--- config.mk ---
export PLATFORM = sky130hd
export DESIGN_NAME = ir_load_ctrl
export DESIGN_NICKNAME = d
export VERILOG_FILES = /design/src/rtl/ir_load_ctrl_pkg.sv /design/src/rtl/ir_load_ctrl.sv
export SDC_FILE = /design/constraint.sdc
export NUM_CORES = 1
export LEC_CHECK = 0
export ABC_AREA = 0
export ABC_CLOCK_PERIOD_IN_PS = 2650
export CORE_UTILIZATION = 35
export CTS_BUF_LIST = sky130_fd_sc_hd__clkbuf_16
export CTS_CLUSTER_DIAMETER = 30
export DETAILED_ROUTE_END_ITERATION = 8
export GPL_ROUTABILITY_DRIVEN = 0
export HOLD_SLACK_MARGIN = 0.1
export PLACE_DENSITY = 0.72
export SYNTH_ARGS = -nofsm -noshare
export SYNTH_HDL_FRONTEND = slang
export SYNTH_SLANG_ARGS = --single-unit
--- constraint.sdc ---
create_clock -name clk -period 2.65 [get_ports clk]
set_input_delay 0.53 -clock clk [delete_from_list [all_inputs] [get_ports clk]]
set_output_delay 0.53 -clock clk [all_outputs]
set_load 0.03 [all_outputs]
--- src/rtl/ir_load_ctrl_pkg.sv ---
// Shared encodings for the IR load controller: FSM state codes and regfile_ir commands.
package ir_load_ctrl_pkg;

  localparam int unsigned DATA_WIDTH_DEF = 8;

  localparam logic [2:0] S_IDLE      = 3'd0;
  localparam logic [2:0] S_READ_MEM  = 3'd1;
  localparam logic [2:0] S_WRITE_RF  = 3'd2;
  localparam logic [2:0] S_WORK      = 3'd3;
  localparam logic [2:0] S_FETCH_RD  = 3'd4;
  localparam logic [2:0] S_FETCH_RSP = 3'd5;

  localparam logic [1:0] RF_IDLE  = 2'd0;
  localparam logic [1:0] RF_WRITE = 2'd1;
  localparam logic [1:0] RF_READ  = 2'd2;

endpackage

--- src/rtl/ir_load_ctrl.sv ---
// Loads the IR regfile word-by-word from memory, then serves single-entry fetches from it.
module ir_load_ctrl
  import ir_load_ctrl_pkg::*;
#(
  parameter int unsigned DATA_WIDTH = DATA_WIDTH_DEF,
  parameter int unsigned ADDR_W     = 4
) (
  input  logic                  clk,
  input  logic                  rst_n,
  input  logic                  i_start,
  input  logic [DATA_WIDTH-1:0] i_base_addr,
  output logic                  o_mem_req,
  output logic [DATA_WIDTH-1:0] o_mem_addr,
  input  logic                  i_mem_ack,
  input  logic [DATA_WIDTH-1:0] i_mem_data,
  output logic [1:0]            o_rf_mode,
  output logic [ADDR_W-1:0]     o_rf_address,
  output logic [DATA_WIDTH-1:0] o_rf_data,
  input  logic [DATA_WIDTH-1:0] i_rf_data,
  input  logic                  i_fetch_req,
  input  logic [ADDR_W-1:0]     i_fetch_addr,
  output logic                  o_fetch_valid,
  output logic [DATA_WIDTH-1:0] o_fetch_data,
  output logic                  o_busy,
  output logic                  o_init_done
);

  logic [2:0]            r_state;
  logic [2:0]            w_state_nxt;
  logic [DATA_WIDTH-1:0] r_base;
  logic [ADDR_W-1:0]     r_cnt;
  logic [DATA_WIDTH-1:0] r_word;
  logic [ADDR_W-1:0]     r_fetch_idx;
  logic [DATA_WIDTH-1:0] r_fetch_data;
  logic                  r_init_done;
  logic                  w_start_acc;
  logic                  w_fetch_acc;
  logic                  w_last;

  assign w_start_acc = i_start && (r_state == S_IDLE || r_state == S_WORK);
  assign w_fetch_acc = (r_state == S_WORK) && i_fetch_req && !i_start;
  assign w_last      = (r_cnt == '1);

  always_comb begin
    w_state_nxt = r_state;
    case (r_state)
      S_IDLE:      if (i_start) w_state_nxt = S_READ_MEM;
      S_READ_MEM:  if (i_mem_ack) w_state_nxt = S_WRITE_RF;
      S_WRITE_RF:  w_state_nxt = w_last ? S_WORK : S_READ_MEM;
      S_WORK: begin
        if (i_start)          w_state_nxt = S_READ_MEM;
        else if (i_fetch_req) w_state_nxt = S_FETCH_RD;
      end
      S_FETCH_RD:  w_state_nxt = S_FETCH_RSP;
      S_FETCH_RSP: w_state_nxt = S_WORK;
      default:     w_state_nxt = S_IDLE;
    endcase
  end

  always_ff @(posedge clk or negedge rst_n) begin
    if (!rst_n) begin
      r_state      <= S_IDLE;
      r_base       <= '0;
      r_cnt        <= '0;
      r_word       <= '0;
      r_fetch_idx  <= '0;
      r_fetch_data <= '0;
      r_init_done  <= 1'b0;
    end else begin
      r_state <= w_state_nxt;
      if (w_start_acc) begin
        r_base      <= i_base_addr;
        r_cnt       <= '0;
        r_init_done <= 1'b0;
      end
      if (r_state == S_READ_MEM && i_mem_ack) r_word <= i_mem_data;
      if (r_state == S_WRITE_RF) begin
        if (w_last) r_init_done <= 1'b1;
        else        r_cnt       <= r_cnt + 1'b1;
      end
      if (w_fetch_acc) r_fetch_idx <= i_fetch_addr;
      if (r_state == S_FETCH_RSP) r_fetch_data <= i_rf_data;
    end
  end

  // Outputs decode from registered state so an async reset forces them all low at once.
  always_comb begin
    o_mem_req    = 1'b0;
    o_mem_addr   = '0;
    o_rf_mode    = RF_IDLE;
    o_rf_address = '0;
    o_rf_data    = '0;
    case (r_state)
      S_READ_MEM: begin
        o_mem_req  = 1'b1;
        o_mem_addr = r_base + DATA_WIDTH'(r_cnt);
      end
      S_WRITE_RF: begin
        o_rf_mode    = RF_WRITE;
        o_rf_address = r_cnt;
        o_rf_data    = r_word;
      end
      S_FETCH_RD: begin
        o_rf_mode    = RF_READ;
        o_rf_address = r_fetch_idx;
      end
      default: ;
    endcase
  end

  assign o_fetch_valid = (r_state == S_FETCH_RSP);
  assign o_fetch_data  = o_fetch_valid ? i_rf_data : r_fetch_data;
  assign o_busy        = !(r_state == S_IDLE || r_state == S_WORK);
  assign o_init_done   = r_init_done;

endmodule

==> metrics.md, run 1 <==
| Metric | Value |
|---|---|
| Max_slew headroom | `0.478` |
| # H-tree levels | `2` |
| Max Cap Viol | `0` |
| CP max FO | `3` |
| Kind of critical path | `flop to output port` |
| Ys flop type | `dfrtp_1` |
| Hpwl dp | `3.05 mm` |
| Clock slew at reported path FFs | `50 ps` |
| Critical path required time | `2120 ps` |
| Worst slew pin tran | `784 ps` |
| Die X | `75.8 microns` |
| Total vias in the final route | `1489` |
| Pre-CTS setup slack | `127 ps` |
| Die ar. | `5750 sq um` |
| Height of the die | `75.8 microns` |
| Worst vdd ir | `472 uV` |
| Iteration-0 DRC count of the detailed router | `61` |
| DR WL/cell | `13.5 microns` |
| Worst-case clock buffer depth | `2` |
| Switching Fraction | `0.404` |
| GRT Total Usage | `0.156` |
| Yosys reg bits | `36` |
| CORE AREA | `5170 sq um` |
| Global-route wire length before repair | `6.51 mm` |
| Final net count | `275` |
| Worst-Skew Late Latency | `280 ps` |
| Clock sink count | `36` |
| Fill cell count | `470` |
| Status | `completed` |
| Crit start category | `flop` |
| Syn Nets | `201` |
| Pwr Total | `3.31 mW` |
| Period utilization | `0.967` |
| ANT cells | `0` |
| DR DRC count | `0` |
| Post-synth top area cell | `dfrtp_1` |
| Port bufs | `66` |
| EDFF count, synth | `0` |
| Clock network power share | `0.170` |
| Fin worst setup slack | `88.1 ps` |
| Sequential Power Share | `0.294` |
| Largest net degree at the start of global routing | `37` |
| Initial antenna violation count | `0` |
| Clk_skew | `6.45 ps` |
| Power density over cell area | `1170 nW/um^2` |
| Placed cells | `298` |
| Leak | `1.39 nW` |
| Non-filler cells, final | `307` |
| Hold Crit Class | `input pin to asynchronous set/reset pin` |
| Max Transition Viols Final | `0` |
| Share of cells above drive strength 1 | `0.266` |
| Final hold violations | `0` |
| Post-layout util | `0.547` |
| Max Fclk | `390 MHz` |
| Total CTS buffers | `5` |
| Vias per cell | `4.85` |
| Total gr overflow | `0` |
| Setup_tns | `0 ps` |
| Post-route minimum period | `2560 ps` |
| Mapped cell area | `1910 sq um` |
| Root buffer cell | `clkbuf_16` |
| Pre-antenna DRT Iters | `4` |
| Worst setup EP type | `output port` |
| Final setup vio count | `0` |
| Netlist cell types | `45` |
| Post-DP Area | `2640 sq um` |
| Arr. time, crit path | `2030 ps` |
| Dominant cells by area after synthesis | `dfrtp_1, mux2_2, and2_1, ha_1, a22o_1` |
| Internal Power | `1.97 mW` |
| RSZ-0062 raised after global routing | `true` |
| Io pins | `67` |
| Number of cell rows | `26` |
| Async S/R FF share, synth | `1.00` |
| Synth top area share | `0.472` |
| Design area | `2830 sq um` |
| Initial core utilization | `0.369` |
| Logic pwr share | `0.536` |
| Yosys warns | `0` |
| Worst hold slack | `331 ps` |
| CTS tree | `built` |
| Total wire length | `4.15 mm` |
| Syn_area_per_cell | `11.8 sq um` |
| CTS hold repair buffers | `0` |
| Layout overhead on the synthesized area | `48.3%` |
| Net Sw Power | `1.34 mW` |
| Vias in the first global route | `1388` |
| Antenna Nets Post-Route | `0` |
| Post-synthesis sequential area ratio | `0.472` |
| Synth Instances | `162` |
layer usage:
| metal | vias to the layer above | global-route usage | part of all wire |
|---|---|---|---|
| met3 | 6 | 0.0437 | 0.047 |
| met5 | - | 0 | 0 |
| met1 | 712 | 0.201 | 0.46 |
| met4 | 0 | 0.0679 | 0.017 |
| li1 | 728 | - | - |
| met2 | 43 | 0.245 | 0.48 |
final timing paths:
path / startpoint / end / slack, ps / cells past startpoint
worst max-delay path: r_cnt[0] / o_mem_addr[6] / 90 / 7
worst min-delay path: rst_n / r_base[6] / 330 / 1
worst max register to register: r_state[1] / r_word[7] / 830 / 5
worst min register to register: r_fetch_data[0] / r_fetch_data[0] / 490 / 1
max in group asynchronous: rst_n / r_state[1] / 1760 / 1
min in group clk: r_fetch_data[0] / r_fetch_data[0] / 490 / 1
cell families (layout without fill, tap and decap cells):
group           Yosys count  in the layout  share of synthesized area
compound gates           31             31                      0.111
xor+xnor                  4              4                     0.0184
fa+ha+maj                 6              6                     0.0433
buf+inv                  12             87                     0.0387
flops                    36             36                      0.472
mux                      28             28                      0.167
simple gates             45             45                      0.149
cell usage in the layout (no fill, tap or decap), types with 6 or more instances in the layout:
| master | n |
|---|---|
| clkdlybuf4s50_1 | 38 |
| dfrtp_1 | 34 |
| mux2_2 | 27 |
| dlygate4sd2_1 | 15 |
| and2_1 | 12 |
| buf_4 | 10 |
| nor2_1 | 9 |
| dlymetal6s2s_1 | 9 |
| a21oi_1 | 8 |
| a22o_1 | 6 |
sequential cells by signal, summed over array words and instances (netlist names):
signal / count
o_init_done: 1
r_base: 8
r_cnt: 4
r_fetch_data: 8
r_fetch_idx: 4
r_state: 3
r_word: 8
layout make-up:
| cell class | instances | area, sq um | area share |
|---|---|---|---|
| timing repair buffer | 73 | 704 | 0.249 |
| sequential | 36 | 903 | 0.319 |
| tap | 70 | 87.6 | 0.0310 |
| clock inverter | 3 | 18.8 | 0.00664 |
| multi-input combinational | 114 | 961 | 0.340 |
| clock buffer | 5 | 125 | 0.0442 |
| inverter | 6 | 27.5 | 0.00973 |
power by group through the flow:
| stage | clock [mW] | combinational (mW) | sequential [mW] |
|---|---|---|---|
| after floorplan | 0 | 1.28 | 0.912 |
| after global placement | 0 | 1.82 | 0.961 |
| after detailed placement | 0 | 1.83 | 0.973 |
| after CTS | 0.576 | 1.77 | 0.970 |
| after global routing | 0.603 | 1.92 | 1.01 |
| final | 0.562 | 1.77 | 0.974 |
synthesized netlist by cell type (all sizes together), types with 3 or more instances:
master	instances
nand2	4
dfrtp	36
a22o	6
mux2	28
inv	5
xnor2	3
a21oi	8
buf	6
ha	5
nand3	3
nor2	9
and2	13
o21ai	5
critical path: stages, from the launching register on:
cell and delay [ps]:
dfrtp_1 380, ha_2 210, fa_2 410, a211o_1 290, o2111ai_2 80, xor2_1 160
nor2_1 50, buf_4 160
repair_timing:
item,4_1_cts,5_1_grt
pin swaps,0,5
gates cloned,0,0
setup buffers,0,1
resized for setup,18,15
endpoints found under the setup margin,25,12
Power figures use the tool's default switching activity.
==> run 2, diff against run 1 <==
--- a/config.mk
+++ b/config.mk
@@ -7,6 +7,7 @@
 export LEC_CHECK = 0
 export ABC_AREA = 0
 export ABC_CLOCK_PERIOD_IN_PS = 2650
+export CORE_MARGIN = 1.5
 export CORE_UTILIZATION = 35
 export CTS_BUF_LIST = sky130_fd_sc_hd__clkbuf_16
 export CTS_CLUSTER_DIAMETER = 30
@@ -14,6 +15,7 @@
 export GPL_ROUTABILITY_DRIVEN = 0
 export HOLD_SLACK_MARGIN = 0.1
 export PLACE_DENSITY = 0.72
+export SETUP_SLACK_MARGIN = 0.15
 export SYNTH_ARGS = -nofsm -noshare
 export SYNTH_HDL_FRONTEND = slang
 export SYNTH_SLANG_ARGS = --single-unit
==> run 2 against run 1 <==
  * Final cell count rose by 0.33%
  * Routed wire length rose by 0.80%
  * Register-to-register slack improved by 40 ps
  * Hold slack better by 16 ps
  * Fmax up 1.3%
  * Die area increased by 2.7%
  * Largest cell class unchanged
==> metrics.md, run 2 (synthesized netlist as in run 1, its figures left out) <==
| Metric | Value |
|---|---|
| Kind of critical path | `flop to output port` |
| CP max FO | `3` |
| # H-tree levels | `2` |
| Worst setup EP type | `output port` |
| Largest net degree at the start of global routing | `37` |
| Arr. time, crit path | `2000 ps` |
| Worst-Skew Late Latency | `270 ps` |
| Layout overhead on the synthesized area | `48.5%` |
| Pwr Total | `3.39 mW` |
| Switching Fraction | `0.395` |
| Net Sw Power | `1.34 mW` |
| DR DRC count | `0` |
| Total CTS buffers | `5` |
| Share of cells above drive strength 1 | `0.269` |
| Vias per cell | `4.86` |
| Antenna Nets Post-Route | `0` |
| Power density over cell area | `1200 nW/um^2` |
| RSZ-0062 raised after global routing | `true` |
| Max_slew headroom | `0.460` |
| Period utilization | `0.955` |
| Die X | `76.8 microns` |
| Clock sink count | `36` |
| Final hold violations | `0` |
| DR WL/cell | `13.6 microns` |
| Worst slew pin tran | `810 ps` |
| Worst hold slack | `347 ps` |
| Number of cell rows | `26` |
| Initial core utilization | `0.369` |
| Max Transition Viols Final | `0` |
| Clock slew at reported path FFs | `50 ps` |
| Crit start category | `flop` |
| Final setup vio count | `0` |
| Iteration-0 DRC count of the detailed router | `27` |
| Height of the die | `76.8 microns` |
| R2R Setup Slk | `870 ps` |
| Total vias in the final route | `1498` |
| GRT Total Usage | `0.153` |
| Worst-case clock buffer depth | `2` |
| Port bufs | `66` |
| Clock network power share | `0.191` |
| Fin worst setup slack | `120 ps` |
| Post-route minimum period | `2530 ps` |
| Final net count | `276` |
| CTS tree | `built` |
| Sequential Power Share | `0.285` |
| Pre-antenna DRT Iters | `4` |
| Top Registers | `r_base (8), r_fetch_data (8), r_word (8)` |
| Max Cap Viol | `0` |
| Global-route wire length before repair | `7.08 mm` |
| Leak | `1.31 nW` |
| Critical path required time | `2120 ps` |
| Max Fclk | `395 MHz` |
| Io pins | `67` |
| Status | `completed` |
| Worst vdd ir | `459 uV` |
| Vias in the first global route | `1533` |
| Setup_tns | `0 ps` |
| Die ar. | `5900 sq um` |
| ANT cells | `0` |
| Logic pwr share | `0.524` |
| Placed cells | `299` |
| Total wire length | `4.18 mm` |
| Hpwl dp | `3.14 mm` |
| Internal Power | `2.05 mW` |
| Clk_skew | `2.91 ps` |
| Root buffer cell | `clkbuf_16` |
| Pre-CTS setup slack | `169 ps` |
| Non-filler cells, final | `308` |
| Initial antenna violation count | `0` |
| Most frequent cells in the layout | `clkdlybuf4s50_1, dfrtp_1, mux2_2` |
| Hold Crit Class | `input pin to asynchronous set/reset pin` |
| Total gr overflow | `0` |
| CORE AREA | `5170 sq um` |
run 2: routing by layer:
| layer | wire length (microns) | vias to the layer above | track usage |
|---|---|---|---|
| met5 | 0 | - | 0 |
| met4 | 81 | 0 | 0.0685 |
| met3 | 187 | 4 | 0.0381 |
| met2 | 2090 | 36 | 0.262 |
| met1 | 1820 | 724 | 0.179 |
| li1 | - | 734 | - |
run 2: repair_timing:
action                                  CTS  global route
gates resized for setup                  32             8
endpoints found under the setup margin   30             6
hold buffers                              0             0
pin swaps                                 0             6
setup buffers                             0             1
run 2: final timing paths:
check,from,to,depth (start not counted)
max in group asynchronous,rst_n,r_state[1],1
setup reg to reg,r_state[2],r_word[2],5
setup / recovery,r_base[0],o_mem_addr[6],7
min in group clk,r_fetch_data[3],r_fetch_data[3],1
hold reg to reg,r_fetch_data[3],r_fetch_data[3],1
hold / removal,rst_n,r_base[7],1
run 2: critical path, cell delays in order (launching register included):
cell and delay, ps:
dfrtp_1 420, ha_4 190, fa_2 370, a211o_1 270, o2111ai_2 90, xor2_1 160, nor2_1 50, buf_4 160
run 2: stage by stage:
step                 util  cell area [sq um]
floorplan               -               1910
global route        0.547               2830
global placement    0.512               2650
CTS                 0.542               2800
detailed placement  0.512               2650
finish              0.547               2830
run 2: layout make-up:
cell class                      count  area, sq um
Clock buffer                        5          125
Clock inverter                      3         38.8
Fill cell                         498         2340
Inverter                            6         27.5
Multi-Input combinational cell    114          975
Sequential cell                    36          902
Tap cell                           70         87.6
Timing Repair Buffer               74          676
run 2: power by group through the flow:
stage	sequential [mW]	clock (mW)	combinational (mW)
6_report	0.965	0.648	1.78
5_1_grt	1.00	0.685	1.92
3_3_place_gp	0.950	0	1.83
2_1_floorplan	0.912	0	1.28
4_1_cts	0.961	0.661	1.77
3_5_place_dp	0.960	0	1.86
